### src/rtl/round_robin_arbiter_pkg.sv
// Shared types and helpers for the round-robin arbiter slice.
package round_robin_arbiter_pkg;

    typedef enum logic [0:0] {
        ARB_IDLE  = 1'b0,
        ARB_OWNED = 1'b1
    } arb_state_e;

    // Hold counter width: enough for 0..HOLD_LIMIT, never narrower than one bit.
    function automatic int hold_width(input int hold_limit);
        int w;
        w = $clog2(hold_limit + 1);
        return (w < 1) ? 1 : w;
    endfunction

endpackage

### src/rtl/first_one.sv
// Isolates the lowest set bit of a vector; two equivalent implementations.
module first_one #(
    parameter int    WIDTH   = 4,
    parameter string VARIANT = "fast"
) (
    input  logic [WIDTH-1:0] in_vec,
    output logic [WIDTH-1:0] out_vec
);

    generate
        if (VARIANT == "small") begin : g_small
            // Priority scan from the top so the lowest set index wins last.
            always_comb begin
                out_vec = '0;
                for (int i = WIDTH - 1; i >= 0; i--) begin
                    if (in_vec[i]) begin
                        out_vec = '0;
                        out_vec[i] = 1'b1;
                    end else begin
                        out_vec = out_vec;
                    end
                end
            end
        end else begin : g_fast
            // Two's-complement trick: x & -x keeps only the lowest set bit.
            always_comb begin
                out_vec = in_vec & (~in_vec + WIDTH'(1));
            end
        end
    endgenerate

endmodule

### src/rtl/round_robin_mask.sv
// Next priority mask: every index strictly above the one-hot winner.
module round_robin_mask #(
    parameter int WIDTH = 4
) (
    input  logic [WIDTH-1:0] winner,
    output logic [WIDTH-1:0] mask
);

    // Prefix-OR of winner shifted left by one.
    always_comb begin
        mask    = '0;
        mask[0] = 1'b0;
        for (int k = 1; k < WIDTH; k++) begin
            mask[k] = mask[k-1] | winner[k-1];
        end
    end

endmodule

### src/rtl/round_robin_arbiter.sv
// Registered round-robin arbiter with grant lock and optional hold limit.
module round_robin_arbiter
    import round_robin_arbiter_pkg::*;
#(
    parameter int    WIDTH      = 4,
    parameter int    HOLD_LIMIT = 0,
    parameter string VARIANT    = "fast"
) (
    input  logic             clock,
    input  logic             reset,
    input  logic [WIDTH-1:0] requests,
    output logic [WIDTH-1:0] grant,
    output logic             grant_valid,
    output logic             tenure_start
);

    localparam int HOLD_WIDTH = hold_width(HOLD_LIMIT);
    localparam logic [HOLD_WIDTH-1:0] HOLD_LAST =
        HOLD_WIDTH'((HOLD_LIMIT == 0) ? 0 : HOLD_LIMIT - 1);

    arb_state_e            state_q, state_d;
    logic [WIDTH-1:0]      mask_q, mask_d;
    logic [WIDTH-1:0]      grant_q, grant_d;
    logic [HOLD_WIDTH-1:0] hold_count_q, hold_count_d;
    logic                  grant_valid_q, grant_valid_d;
    logic                  tenure_start_q, tenure_start_d;

    logic [WIDTH-1:0]      masked_s;
    logic [WIDTH-1:0]      masked_win_s;
    logic [WIDTH-1:0]      raw_win_s;
    logic [WIDTH-1:0]      winner_s;
    logic [WIDTH-1:0]      next_mask_s;
    logic                  owner_req_s;
    logic                  limit_hit_s;

    first_one #(.WIDTH(WIDTH), .VARIANT(VARIANT)) u_first_masked (
        .in_vec  (masked_s),
        .out_vec (masked_win_s)
    );

    first_one #(.WIDTH(WIDTH), .VARIANT(VARIANT)) u_first_raw (
        .in_vec  (requests),
        .out_vec (raw_win_s)
    );

    round_robin_mask #(.WIDTH(WIDTH)) u_mask (
        .winner (winner_s),
        .mask   (next_mask_s)
    );

    // Winner selection; an empty masked set wraps to the raw requests.
    always_comb begin
        masked_s    = requests & mask_q;
        winner_s    = (|masked_s) ? masked_win_s : raw_win_s;
        owner_req_s = |(requests & grant_q);
        limit_hit_s = (HOLD_LIMIT != 0) && (hold_count_q == HOLD_LAST);
    end

    // Next-state logic; owner drop and forced release share one arbitration.
    always_comb begin
        state_d        = state_q;
        mask_d         = mask_q;
        grant_d        = grant_q;
        hold_count_d   = hold_count_q;
        tenure_start_d = 1'b0;
        case (state_q)
            ARB_IDLE: begin
                if (|requests) begin
                    state_d        = ARB_OWNED;
                    grant_d        = winner_s;
                    mask_d         = next_mask_s;
                    hold_count_d   = '0;
                    tenure_start_d = 1'b1;
                end else begin
                    grant_d      = '0;
                    hold_count_d = '0;
                end
            end
            ARB_OWNED: begin
                if (owner_req_s && !limit_hit_s) begin
                    hold_count_d = hold_count_q + HOLD_WIDTH'(1);
                end else if (|requests) begin
                    grant_d        = winner_s;
                    mask_d         = next_mask_s;
                    hold_count_d   = '0;
                    tenure_start_d = 1'b1;
                end else begin
                    state_d      = ARB_IDLE;
                    grant_d      = '0;
                    hold_count_d = '0;
                end
            end
            default: begin
                state_d      = ARB_IDLE;
                grant_d      = '0;
                hold_count_d = '0;
            end
        endcase
        grant_valid_d = |grant_d;
    end

    // State and output registers.
    always_ff @(posedge clock or posedge reset) begin
        if (reset) begin
            state_q        <= ARB_IDLE;
            mask_q         <= '1;
            grant_q        <= '0;
            hold_count_q   <= '0;
            grant_valid_q  <= 1'b0;
            tenure_start_q <= 1'b0;
        end else begin
            state_q        <= state_d;
            mask_q         <= mask_d;
            grant_q        <= grant_d;
            hold_count_q   <= hold_count_d;
            grant_valid_q  <= grant_valid_d;
            tenure_start_q <= tenure_start_d;
        end
    end

    assign grant        = grant_q;
    assign grant_valid  = grant_valid_q;
    assign tenure_start = tenure_start_q;

endmodule

### config.mk
export PLATFORM = sky130hd
export DESIGN_NAME = round_robin_arbiter
export DESIGN_NICKNAME = d
export VERILOG_FILES = /design/src/rtl/round_robin_arbiter_pkg.sv /design/src/rtl/first_one.sv /design/src/rtl/round_robin_mask.sv /design/src/rtl/round_robin_arbiter.sv
export SDC_FILE = /design/constraint.sdc
export NUM_CORES = 1
export LEC_CHECK = 0
export ABC_CLOCK_PERIOD_IN_PS = 1900
export BUFFER_PORTS_ARGS = -buffer_cell sky130_fd_sc_hd__buf_4
export CAP_MARGIN = 20
export CORE_AREA = 2 2 39 41
export CTS_CLUSTER_SIZE = 16
export DETAILED_ROUTE_END_ITERATION = 10
export DIE_AREA = 0 0 41 43
export GPL_TIMING_DRIVEN = 1
export SLEW_MARGIN = 30
export SYNTH_ARGS = -nofsm -noshare
export SYNTH_HDL_FRONTEND = slang
export SYNTH_SLANG_ARGS = --single-unit
### constraint.sdc
create_clock -name clock -period 1.9 [get_ports clock]
set_input_delay 0.095 -clock clock [delete_from_list [all_inputs] [get_ports clock]]
set_output_delay 0.095 -clock clock [all_outputs]
set_load 0.1 [all_outputs]
* Word-level counts from Yosys, hierarchy flattened
Index checks and enable logic that the tools add are counted.
** Cells by class
- Reduce and logical (&&, ||, !) cells :: 4
- Equality and inequality tests :: 1
- Add/subtract/negate cells :: 2
- Multiplexer cells :: 12
- Bitwise gates (word level) :: 9
** Operators by type and width (count)
- 2-to-1 mux 4 bit :: 5
- bitwise AND 4 bit :: 4
- one-hot mux 4 bit (2 select lines) :: 2
- OR reduction 4 bit :: 4
- adder 4 x 1 -> 4 bit (second input constant) :: 2
- NOT 4 bit :: 2
- one-hot mux 1 bit (2 select lines) :: 2
- 2-to-1 mux 1 bit :: 3
- != test 2 bit (second input constant) :: 1
- OR 1 bit :: 2
- NOT 1 bit :: 1
** Word-level totals
- Bits of input ports :: 6
- Register bits :: 11
- Word-level logic and storage cells :: 33
- Output and inout bits :: 6

* Longest topological paths before layout
- Depth in word-level cells :: 10
- Mapped depth :: 5
- Gate-level depth less buffers :: 4

* By module
Synthesis repeated with hierarchy kept, for this count alone.
** Unflattened totals
- Cells, all modules :: 60
- Area total of the unflattened synthesis :: 635.6 µm²
** Modules (own cells, without submodules)
- round_robin_arbiter :: cells each 47, area each 531.8 µm², times used 1, sequential area each 280.3 µm²
- first_one :: cells each 4, area each 36.3 µm², times used 2, sequential area each 0.0 µm²
- round_robin_mask :: cells each 5, area each 31.3 µm², times used 1, sequential area each 0.0 µm²

* Least setup slack after synthesis
Ideal clock, no wire load.
- Kind :: register -> register
- Start :: register grant_q[0] (netlist: grant[0])
- End :: register mask_q[2]
- Arrival time :: 1.972 ns
- Required time :: 1.818 ns
- Slack :: -0.155 ns
- Cell stages (with the launch flop) :: 6
- Buffers on the path :: 1
- Setup time :: 0.082 ns
- Period minus slack after synthesis :: 2.055 ns
- Path through :: dfrtp_1 > a22oi_1 > a21boi_2 > nor2b_4 > buf_6 > mux2_4
** On the way
- Longest elaborated chain between the ends :: 3
** Ends and longest elaborated chain
- start, declared :: RTL line round_robin_arbiter.sv:23 : logic [WIDTH-1:0] grant_q, grant_d;
- start signal, assigned :: RTL line round_robin_arbiter.sv:114 : grant_q <= grant_d;
- bitwise AND 4 bit :: RTL line round_robin_arbiter.sv:55 : owner_req_s = |(requests & grant_q);
- OR reduction 4 bit :: RTL line round_robin_arbiter.sv:55
- != test 2 bit (no source line)
- end signal, assigned :: RTL line round_robin_arbiter.sv:113 : mask_q <= mask_d;
- end, declared :: RTL line round_robin_arbiter.sv:22 : logic [WIDTH-1:0] mask_q, mask_d;
No other way between the ends.
A chain may end at the register's enable or synchronous reset.

* Final worst setup path
Ends and elaborated chain as after synthesis.

==> flow_summary.ini <==
[route]
wl_met1_um = 496
routed-wl-met3_um = 46
wl_per_cell_um = 13.5
drtPass1Iterations = 4
top_layer_used = met4
drc = 0
drtAntennaViolNets = 0
vias_per_cell = 5.28
drtIter0Drc = 11
num_vias = 412
routed_wl_mm = 1.06
met2_wirelength_um = 477

[yosys]
synth_top_area_share_pct = 33.3
yosys.area.top_type = dfrtp_1
syn_nets = 53
ys.flop_type = dfrtp_1
yosysUniqueCellTypes = 22
synth_warnings = 0
synth_area_leaders = dfrtp_1 (33%), dfstp_2 (20%), a22oi_1 (5.7%), nand2_1 (4.3%), o21ai_0 (3.8%)
synth-seq-cells = 11
synth-seq-area-share_pct = 53.3
async_flop_share_pct = 100
netlist_area_um2 = 526
avgSynthCellArea_um2 = 11.2
synth_cells = 47
synth_edf_count = 0

[clocking]
clk_pin_slew_worst_paths_ps = 70
cts_root_buffer = clkbuf_4
cts_tree = built
cts_buffers = 3
cts.path.max_buffers = 2
htree_num_levels = 1
clk_latency_ps = 260
cts_sinks = 11

[timing]
final_max_slew_viol_count = 0
slew_headroom_pct = 72.0
setup_violations = 0
fin_crit_sh_pct = 75.7
rsz0062_at_grt = false
max_clock_freq_mhz = 696
final.setup.tns_ps = 0
hold_viol = 0
tightest_slew_ps = 420
fin_skew_ps = 2.21
final.min_clock_period_ps = 1440

[floorplanning]
die-width_um = 41
initial_core_util_pct = 38.0
rows = 14
chipHeight_um = 43
ios = 12
die_area_um2 = 1760
core_area_um2 = 1380

[hold_path]
hold_path_class = input port to register
hp-start = requests[3]

[layout]
layout_common_cells = buf_4 (11), nand2_1 (6)
area_growth_pct = 25.2
nNetsFinal = 69
fillers = 129
antenna_cells = 0
final_common_cell = buf_4
drive_above_1_share_pct = 46.8

[setup_path]
path_cells = a22oi_1, a21boi_2, nor2b_4, mux2_4
reg2reg_slack_ps = 460
timing.rr.end = mask_q[2]
endpoint = mask_q[2]
cp.buffers_inverters = 0
path_class = register to register
cp_top_family = compound AO/OA/AOI/OAI gates
cp.arrival_ps = 1630
start_kind = register
critPathMaxFanout = 8
endpoint_kind = register
reg2reg_from = grant[0]
crit_start = grant[0]
crit_cells = 4
critPathSlowestCell = dfrtp_2
worstRegToRegCells = 4
required_ps = 2090
critPathMaxStageDelay_ps = 410

[place]
port_buffers = 11
gp_congestion = 0.736

[power_and_ir_drop]
ir_drop_v = 0.000685
power.leakage_nw = 0.308
powerDensity_nw_per_um2 = 1740
totalPowerFinal_mw = 1.15

[global_routing]
first_global_vias = 386
grt_pass1_wl_mm = 1.77
gr-usage-all-layers_pct = 15.4
antenna_found_initial = 0
globalRouteOverflowTotal = 0
grt_start_max_net_pins = 12

[run_status]
outcome = finished clean

[flow_run]
maxCapViolations = 0
-- cell usage after synthesis, types with 2 or more instances --
cell type / n
nor2_1: 2
a22oi_1: 4
inv_1: 3
o31ai_1: 2
nand2_1: 6
dfrtp_1: 7
o21ai_0: 4
dfstp_2: 4
a21oi_1: 2
-- per-layer routing --
layer	GRT usage, %	vias up
met5	0	-
met4	10.0	0
met3	3.14	5
met2	21.3	13
met1	21.1	191
li1	-	203
-- cell type report --
| cell class | count | area (um^2) | area share (%) |
|---|---|---|---|
| tap | 16 | 20.0 | 3.04 |
| sequential | 11 | 285 | 43.3 |
| multi-input combinational | 32 | 223 | 33.8 |
| clock buffer | 4 | 26.3 | 3.99 |
| timing repair buffer | 12 | 92.6 | 14.1 |
| inverter | 3 | 11.3 | 1.71 |
-- report_power, final --
part	total [mW]	internal (mW)	leakage [nW]	switching, mW
clock	0.156	0.0812	0.0150	0.0746
combinational	0.610	0.170	0.175	0.441
sequential	0.381	0.329	0.118	0.0516
-- how the worst min path moves through the flow --
stage,depth (start not counted),to
2_1_floorplan,1,grant_valid
3_3_place_gp,2,grant_valid
3_5_place_dp,2,grant_valid
4_1_cts,2,state_q
5_1_grt,2,state_q
6_report,2,state_q
-- state kept, by name, indices dropped and copies added (netlist names) --
signal / count
grant: 4
grant_valid: 1
mask_q: 4
state_q: 1
tenure_start: 1
-- timing repair --
item	in CTS	in global routing
buffers inserted	0	0
hold buffers	1	0
endpoints found under the setup margin	0	0
endpoints found under the hold margin	7	0
gates resized for setup	0	0
-- stage by stage --
step           std cells  setup slack (ps)  hold WS [ps]  instance area [um^2]  util (%)
3_3_place_gp          73               509           118                   622      44.9
4_1_cts               78               459          78.4                   658      47.6
5_1_grt               78               364          81.4                   658      47.6
3_5_place_dp          73               469           117                   622      44.9
6_report              78               462          82.1                   658      47.6
2_1_floorplan         47               159         -55.7                   531         -
-- logic make-up (layout without fill, tap and decap cells) --
group	Yosys count	count (layout)	synth area share [%]
buffers and inverters	4	19	4.29
AOI/OAI and AO/OA	16	16	21.2
and+or+nand+nor	14	14	16.4
DFF	11	11	53.3
muxes	2	2	4.76
Note: power is estimated with default switching activity, not from simulation.
